`src/rtl/cr16_pkg.sv`:
```
// Shared types and encodings for the CR16-subset multicycle control unit.
// Opcode fields are {inst[15:12], inst[7:4]}; PSR is {C,L,F,Z,N}.
package cr16_pkg;

    typedef enum logic [2:0] {
        S_FETCH = 3'd0,
        S_LATCH = 3'd1,
        S_EXEC  = 3'd2,
        S_MEM   = 3'd3,
        S_LDWB  = 3'd4
    } state_t;

    localparam logic [3:0] ALU_ADD = 4'd0;
    localparam logic [3:0] ALU_SUB = 4'd1;
    localparam logic [3:0] ALU_AND = 4'd2;
    localparam logic [3:0] ALU_OR  = 4'd3;
    localparam logic [3:0] ALU_XOR = 4'd4;
    localparam logic [3:0] ALU_MOV = 4'd5;
    localparam logic [3:0] ALU_LSH = 4'd6;
    localparam logic [3:0] ALU_LUI = 4'd7;

    localparam logic [7:0] OP_ADD   = 8'b0000_0101;
    localparam logic [7:0] OP_SUB   = 8'b0000_1001;
    localparam logic [7:0] OP_CMP   = 8'b0000_1011;
    localparam logic [7:0] OP_AND   = 8'b0000_0001;
    localparam logic [7:0] OP_OR    = 8'b0000_0010;
    localparam logic [7:0] OP_XOR   = 8'b0000_0011;
    localparam logic [7:0] OP_MOV   = 8'b0000_1101;
    localparam logic [7:0] OP_LSH   = 8'b1000_0100;
    localparam logic [7:0] OP_LOAD  = 8'b0100_0000;
    localparam logic [7:0] OP_STOR  = 8'b0100_0100;
    localparam logic [7:0] OP_JAL   = 8'b0100_1000;
    localparam logic [7:0] OP_JCOND = 8'b0100_1100;

    // Upper-nibble classes; immediate forms carry imm[7:4] in the low nibble
    localparam logic [3:0] OPH_RR    = 4'b0000;
    localparam logic [3:0] OPH_ANDI  = 4'b0001;
    localparam logic [3:0] OPH_ORI   = 4'b0010;
    localparam logic [3:0] OPH_XORI  = 4'b0011;
    localparam logic [3:0] OPH_ADDI  = 4'b0101;
    localparam logic [3:0] OPH_SHIFT = 4'b1000;
    localparam logic [3:0] OPH_SUBI  = 4'b1001;
    localparam logic [3:0] OPH_CMPI  = 4'b1011;
    localparam logic [3:0] OPH_BCOND = 4'b1100;
    localparam logic [3:0] OPH_MOVI  = 4'b1101;
    localparam logic [3:0] OPH_LUI   = 4'b1111;

    localparam logic [3:0] CC_EQ = 4'b0000;
    localparam logic [3:0] CC_NE = 4'b0001;
    localparam logic [3:0] CC_CS = 4'b0010;
    localparam logic [3:0] CC_CC = 4'b0011;
    localparam logic [3:0] CC_HI = 4'b0100;
    localparam logic [3:0] CC_LS = 4'b0101;
    localparam logic [3:0] CC_GT = 4'b0110;
    localparam logic [3:0] CC_LE = 4'b0111;
    localparam logic [3:0] CC_FS = 4'b1000;
    localparam logic [3:0] CC_FC = 4'b1001;
    localparam logic [3:0] CC_LO = 4'b1010;
    localparam logic [3:0] CC_HS = 4'b1011;
    localparam logic [3:0] CC_LT = 4'b1100;
    localparam logic [3:0] CC_GE = 4'b1101;
    localparam logic [3:0] CC_UC = 4'b1110;
    localparam logic [3:0] CC_NV = 4'b1111;

    localparam logic [1:0] PC_INC  = 2'b00;
    localparam logic [1:0] PC_DISP = 2'b01;
    localparam logic [1:0] PC_REG  = 2'b10;

    localparam logic [1:0] WB_ALU  = 2'b00;
    localparam logic [1:0] WB_MEM  = 2'b01;
    localparam logic [1:0] WB_LINK = 2'b10;

    localparam int PSR_C = 4;
    localparam int PSR_L = 3;
    localparam int PSR_F = 2;
    localparam int PSR_Z = 1;
    localparam int PSR_N = 0;

endpackage

```
`src/rtl/cr16_cond_eval.sv`:
```
// Branch/jump condition evaluator: condition code against held PSR.
module cr16_cond_eval
    import cr16_pkg::*;
(
    input  logic [3:0] i_cond,
    input  logic [4:0] i_psr,
    output logic       o_take
);

    logic w_c, w_l, w_f, w_z, w_n;

    assign w_c = i_psr[PSR_C];
    assign w_l = i_psr[PSR_L];
    assign w_f = i_psr[PSR_F];
    assign w_z = i_psr[PSR_Z];
    assign w_n = i_psr[PSR_N];

    always_comb begin
        o_take = 1'b0;
        case (i_cond)
            CC_EQ:   o_take = w_z;
            CC_NE:   o_take = !w_z;
            CC_CS:   o_take = w_c;
            CC_CC:   o_take = !w_c;
            CC_HI:   o_take = w_l;
            CC_LS:   o_take = !w_l;
            CC_GT:   o_take = w_n;
            CC_LE:   o_take = !w_n;
            CC_FS:   o_take = w_f;
            CC_FC:   o_take = !w_f;
            CC_LO:   o_take = !w_l && !w_z;
            CC_HS:   o_take = w_l || w_z;
            CC_LT:   o_take = !w_n && !w_z;
            CC_GE:   o_take = w_n || w_z;
            CC_UC:   o_take = 1'b1;
            default: o_take = 1'b0;
        endcase
    end

endmodule

```
`src/rtl/cr16_ctrl_fsm.sv`:
```
// CR16-subset multicycle controller: FETCH/LATCH/EXEC/MEM/LDWB plus PSR.
// Define CR16_JAL_EN to decode JAL; otherwise JAL raises illegal.
module cr16_ctrl_fsm
    import cr16_pkg::*;
#(
    parameter logic [2:0] RESET_STATE = 3'd0
) (
    input  logic       clk,
    input  logic       rst,
    input  logic [7:0] opcode,
    input  logic [3:0] rdst,
    input  logic [3:0] rsrc,
    input  logic [4:0] alu_flags,
    output logic       ir_en,
    output logic       pc_en,
    output logic [1:0] pc_sel,
    output logic       addr_sel,
    output logic       mem_we,
    output logic       reg_we,
    output logic [1:0] wb_sel,
    output logic [3:0] alu_op,
    output logic       alu_b_imm,
    output logic       imm_sext,
    output logic [4:0] psr,
    output logic       illegal
);

    state_t     r_state;
    state_t     w_next;
    logic [4:0] r_psr;
    logic       w_take;
    logic       w_alu, w_imm, w_sx, w_cmp, w_fl;
    logic [3:0] w_op;
    logic       w_unused;

    // rsrc steers the datapath only
    assign w_unused = ^rsrc;
    assign psr      = r_psr;

    cr16_cond_eval u_cond (
        .i_cond (rdst),
        .i_psr  (r_psr),
        .o_take (w_take)
    );

    always_comb begin
        w_alu = 1'b1;
        w_imm = 1'b0;
        w_sx  = 1'b0;
        w_cmp = 1'b0;
        w_fl  = 1'b0;
        w_op  = ALU_ADD;
        case (opcode[7:4])
            OPH_RR: begin
                case (opcode)
                    OP_ADD:  w_fl = 1'b1;
                    OP_SUB:  begin w_op = ALU_SUB; w_fl = 1'b1; end
                    OP_CMP:  begin w_op = ALU_SUB; w_fl = 1'b1; w_cmp = 1'b1; end
                    OP_AND:  w_op = ALU_AND;
                    OP_OR:   w_op = ALU_OR;
                    OP_XOR:  w_op = ALU_XOR;
                    OP_MOV:  w_op = ALU_MOV;
                    default: w_alu = 1'b0;
                endcase
            end
            OPH_ADDI: begin w_imm = 1'b1; w_sx = 1'b1; w_fl = 1'b1; end
            OPH_SUBI: begin w_op = ALU_SUB; w_imm = 1'b1; w_sx = 1'b1; w_fl = 1'b1; end
            OPH_CMPI: begin
                w_op  = ALU_SUB;
                w_imm = 1'b1;
                w_sx  = 1'b1;
                w_fl  = 1'b1;
                w_cmp = 1'b1;
            end
            OPH_ANDI: begin w_op = ALU_AND; w_imm = 1'b1; end
            OPH_ORI:  begin w_op = ALU_OR;  w_imm = 1'b1; end
            OPH_XORI: begin w_op = ALU_XOR; w_imm = 1'b1; end
            OPH_MOVI: begin w_op = ALU_MOV; w_imm = 1'b1; end
            OPH_LUI:  begin w_op = ALU_LUI; w_imm = 1'b1; end
            // LSH is 1000_0100; LSHI is 1000_000s with s the shift direction
            OPH_SHIFT: begin
                w_op = ALU_LSH;
                if (opcode == OP_LSH) w_imm = 1'b0;
                else if (opcode[3:1] == 3'b000) w_imm = 1'b1;
                else w_alu = 1'b0;
            end
            default: w_alu = 1'b0;
        endcase
    end

    always_comb begin
        ir_en     = 1'b0;
        pc_en     = 1'b0;
        pc_sel    = PC_INC;
        addr_sel  = 1'b0;
        mem_we    = 1'b0;
        reg_we    = 1'b0;
        wb_sel    = WB_ALU;
        alu_op    = ALU_ADD;
        alu_b_imm = 1'b0;
        imm_sext  = 1'b0;
        illegal   = 1'b0;
        w_next    = S_FETCH;
        case (r_state)
            S_FETCH: w_next = S_LATCH;
            S_LATCH: begin
                ir_en  = 1'b1;
                w_next = S_EXEC;
            end
            S_EXEC: begin
                pc_en = 1'b1;
                if (opcode == OP_LOAD || opcode == OP_STOR) begin
                    pc_en  = 1'b0;
                    w_next = S_MEM;
                end else if (opcode == OP_JCOND) begin
                    pc_sel = w_take ? PC_REG : PC_INC;
                end else if (opcode[7:4] == OPH_BCOND) begin
                    pc_sel = w_take ? PC_DISP : PC_INC;
`ifdef CR16_JAL_EN
                end else if (opcode == OP_JAL) begin
                    reg_we = 1'b1;
                    wb_sel = WB_LINK;
                    pc_sel = PC_REG;
`endif
                end else if (w_alu) begin
                    reg_we    = !w_cmp;
                    alu_op    = w_op;
                    alu_b_imm = w_imm;
                    imm_sext  = w_sx;
                end else begin
                    illegal = 1'b1;
                end
            end
            S_MEM: begin
                addr_sel = 1'b1;
                if (opcode == OP_STOR) begin
                    mem_we = 1'b1;
                    pc_en  = 1'b1;
                end else if (opcode == OP_LOAD) begin
                    w_next = S_LDWB;
                end
            end
            S_LDWB: begin
                reg_we = 1'b1;
                wb_sel = WB_MEM;
                pc_en  = 1'b1;
            end
            default: w_next = S_FETCH;
        endcase
    end

    always_ff @(posedge clk) begin
        if (rst) begin
            r_state <= state_t'(RESET_STATE);
            r_psr   <= 5'd0;
        end else begin
            r_state <= w_next;
            if (r_state == S_EXEC && w_alu && w_fl)
                r_psr <= alu_flags;
        end
    end

endmodule

```
`config.mk`:
```
export PLATFORM = sky130hd
export DESIGN_NAME = cr16_ctrl_fsm
export DESIGN_NICKNAME = d
export VERILOG_FILES = /design/src/rtl/cr16_pkg.sv /design/src/rtl/cr16_cond_eval.sv /design/src/rtl/cr16_ctrl_fsm.sv
export SDC_FILE = /design/constraint.sdc
export NUM_CORES = 1
export LEC_CHECK = 0
export ABC_AREA = 1
export CAP_MARGIN = 20
export CORE_MARGIN = 5
export CORE_UTILIZATION = 60
export CTS_BUF_LIST = sky130_fd_sc_hd__clkbuf_16
export CTS_CLUSTER_DIAMETER = 100
export CTS_CLUSTER_SIZE = 14
export DETAILED_ROUTE_END_ITERATION = 10
export DONT_BUFFER_PORTS = 1
export MAX_ROUTING_LAYER = met4
export PLACE_DENSITY = 0.75
export SYNTH_ARGS = -nofsm -noshare
export SYNTH_HDL_FRONTEND = slang
export SYNTH_SLANG_ARGS = --single-unit
```
`constraint.sdc`:
```
create_clock -name clk -period 1.65 [get_ports clk]
set_clock_uncertainty 0.05 [all_clocks]
set_input_delay 0.4125 -clock clk [delete_from_list [all_inputs] [get_ports clk]]
set_output_delay 0.4125 -clock clk [all_outputs]
set_load 0.1 [all_outputs]
```
==> impl_results.md, run 1 <==
* Async set-reset flop share out of synthesis at 0
* Library cells used by synthesis at 23
* Top Ports at 44
* EDFF count, synth at 0
* I/O Buffers at 0
* Dominant synthesized flop cell: dfxtp_1
* Synth Area per Inst at 5.03 um^2
* Stop err: [ERROR DPL-0038] Utilization greater than 100%, impossible to legalize
* Fail Step: 3_5_place_dp
* Sequential area share after synthesis at 0.165
* Die Span X at between 50 and 60 um
* Gpl congestion at 0.917
* Starting Density at 0.637
* Status: did not finish
* Yosys reg bits at 8
* Die height at ~50 um
* Num rows at 14
* Ys Warns at 0
* Post-Syn Instances at 193
* Post-Syn Area at 971 um^2
-- cells in the mapped netlist, types with 4 or more instances --
cell / n / share of area
dfxtp_1: 8 / 0.16
nand2_1: 56 / 0.22
inv_2: 4 / 0.015
nor3_1: 4 / 0.021
inv_1: 23 / 0.089
o21ai_0: 8 / 0.041
nand2_2: 4 / 0.026
nand3_1: 13 / 0.067
a21oi_1: 9 / 0.046
nor2_1: 47 / 0.18
-- stage by stage --
step	setup slack (ns)	hold WS (ns)	cell area, um^2
global placement	-0.266	0.427	1750
floorplan	-1.06	0.425	1240
-- cell families after synthesis --
family	Yosys count	synth area share
compound gates	23	0.129
buf+inv	30	0.125
flops	8	0.165
other cells	1	0.00386
simple gates	131	0.577
==> run 2, diff against run 1 <==
Settings changed: CORE_AREA from default to 5 5 66 68, CORE_MARGIN 5 to default, CORE_UTILIZATION 60 to default, CTS_BUF_LIST sky130_fd_sc_hd__clkbuf_16 to default, CTS_CLUSTER_DIAMETER 100 to default, CTS_CLUSTER_SIZE 14 to default, DIE_AREA from default to 0 0 71 73, MAX_ROUTING_LAYER met4 to default, PLACE_DENSITY 0.75 to default, PLACE_DENSITY_LB_ADDON from default to 0.15.
==> run 2 against run 1 <==
The flow now finishes, with violations (negative setup slack). Synthesized area unchanged. Synthesized cell count stayed put.
==> impl_results.md, run 2 <==
* Hold endpoint: r_state[1]
* Post-Syn Instances at 193
* R2r worst-path depth at 5
* Max VDD drop at 0.000260 V
* Synth Area per Inst at 5.03 um^2
* Status: finished with violations
* EDFF count, synth at 0
* Post-Syn Area at 971 um^2
* Worst-Skew Late Latency at 0.23 ns
* CTS max path bufs at 2
* Final period utilization at 1.14
* Hold Path Depth at 1
* Power density over the cells at 417 nW/um^2
* Async set-reset flop share out of synthesis at 0
* Die Span X at 71 um
* Yosys top cell by area: nand2_1
* Dominant synthesized flop cell: dfxtp_1
* Reg2reg start: r_state[1]
* Cts bufs inserted at 3
* RSZ-0062 raised after global routing: true
* Gpl congestion at 0.889
* Antenna violations before repair at 0
* H-tree levels at 1
* Largest net degree at the start of global routing at 8
* Gr ovfl total at 0
* Min-delay src: rst
* Placed Cells incl. Taps at about 290
* Post-route setup slack at -0.236 ns
* Sequential area share after synthesis at 0.165
* Drt pass-1 iters at 4
* Num rows at 23
* Die height at 73 um
* 1st-iter DRT viols at 26
* Sink Count at 8
* Layout cells sized above 1 at 0.644
* WS Path Type: in2out
* Core area at 3800 um^2
* Die area at ~5200 um^2
* DP HPWL at 2840 um
* Final ANT Viol Nets at 0
* CTS clk-pin slew, worst paths at roughly 0.04 ns
* First-pass GRT wire length at 6010 um
* CTS root buffer: clkbuf_8
* Hold Path Class: in2reg
* Setup violations, final at 11
* Pre-CTS WS at -0.318 ns
* CTS tree: done
* DR WL/cell at 12.2 um
* Library cells used by synthesis at 23
* Vias in the first global route at 1,473
* CP required at 1.19 ns
* Most common cell after layout, fill and taps aside: buf_4
* DRC violations left at 0
* Post-layout util at 0.587
* Top Ports at 44
* Element type at the critical path end: output port
* Top-count cell post-synth: nand2_1
* Crit path launch type: input port
* Fin crit period at 1.89 ns
* Routed Wire Length at 3780 um
* Max reg flops at 5
* I/O Buffers at 0
* Hold Vio Cnt, Final at 0
* Final nets at ~290
* Antenna diodes at 0
* Tot GR Track Use at 0.141
* Worst EP arrival at 1.42 ns
* Max-slew violation count at 0
* Yosys reg bits at 8
* Final setup TNS at -2.05 ns
* Via Count at around 1,400
* Flop2flop setup slack at roughly 0.50 ns
* Fmax achieved at 530 MHz
* Non-filler cells, final at between 300 and 400
* Cell leakage power at 0.973 nW
* Failing checks: negative setup slack
* Top cell types by occurrence after synthesis: nand2_1, nor2_1, inv_1
* CP Max Fanout at 5
* Worst hold slack at 0.188 ns
* Starting Density at 0.256
* Area growth, synth to finish at 130%
* Max-Cap Viols at 0
* Area share of the largest cell type after synthesis at 0.216
* Most frequent cells in the layout: buf_4, nand2_1, nor2_1
* Ranking of synthesized cells by area: nand2_1, nor2_1, dfxtp_1
* Vias/cell at 4.63
* Ys Warns at 0
* RR Endpoint: r_state[1]
==> run 2: cell counts after synthesis <==
Identical to the previous run, type by type.
==> run 2: worst max-delay path: stages <==
cell and delay [ns]:
inv_12 0.03, nor2_4 0.03, buf_4 0.13, a21oi_4 0.15, nand2_2 0.08, nor2_2 0.17
nand2_4 0.11, nor2_4 0.12, buf_12 0.18
==> run 2: worst max path at each step <==
stage,start,to,cells past startpoint
6_report,opcode[6],illegal,9
5_1_grt,opcode[3],alu_op[1],10
4_1_cts,opcode[0],pc_en,5
3_5_place_dp,opcode[0],alu_op[2],11
3_3_place_gp,opcode[3],alu_op[2],10
2_1_floorplan,opcode[6],pc_en,6
==> run 2: power by group <==
group	leakage [nW]	internal, mW	total (mW)	switching, mW
Combinational	0.880	0.186	0.473	0.288
Sequential	0.0704	0.194	0.203	0.00850
Clock	0.0228	0.168	0.253	0.0850
==> run 2: per-stage QoR <==
step | area (um^2) | total power [mW]
final | 2230 | 0.929
after global routing | 2230 | 0.976
after CTS | 2100 | 0.901
after detailed placement | 1800 | 0.596
after global placement | 1800 | 0.592
after floorplan | 1240 | 0.479
==> run 2: area by class of cell <==
type                            instances  area (um^2)
Fill cell                             349         1570
Multi-Input combinational cell        156         1130
Timing Repair Buffer                   65          663
Sequential cell                         8          185
Inverter                               28          149
Tap cell                               50         62.6
Clock buffer                            4         45.0
==> run 2: repair_timing <==
action	CTS	global route
endpoints found under the setup margin	12	17
setup buffers	12	3
cloned	0	0
hold buffers	0	0
pin swaps	32	18
resized for setup	46	36
==> run 2: logic make-up after synthesis <==
kind of cell | Yosys count | share of synthesized area
simple gates | 131 | 0.577
flops | 8 | 0.165
buf+inv | 30 | 0.125
compound gates | 23 | 0.129
other cells | 1 | 0.00386
==> run 2: routing by layer <==
metal | global-route usage | wire [um] | part of all wire
met3 | 0.0344 | 196 | 0.052
met2 | 0.274 | 2100 | 0.56
met1 | 0.145 | 1380 | 0.36
met4 | 0.0543 | 104 | 0.027
met5 | 0 | 0 | 0
(Power assumes the default switching activity.)
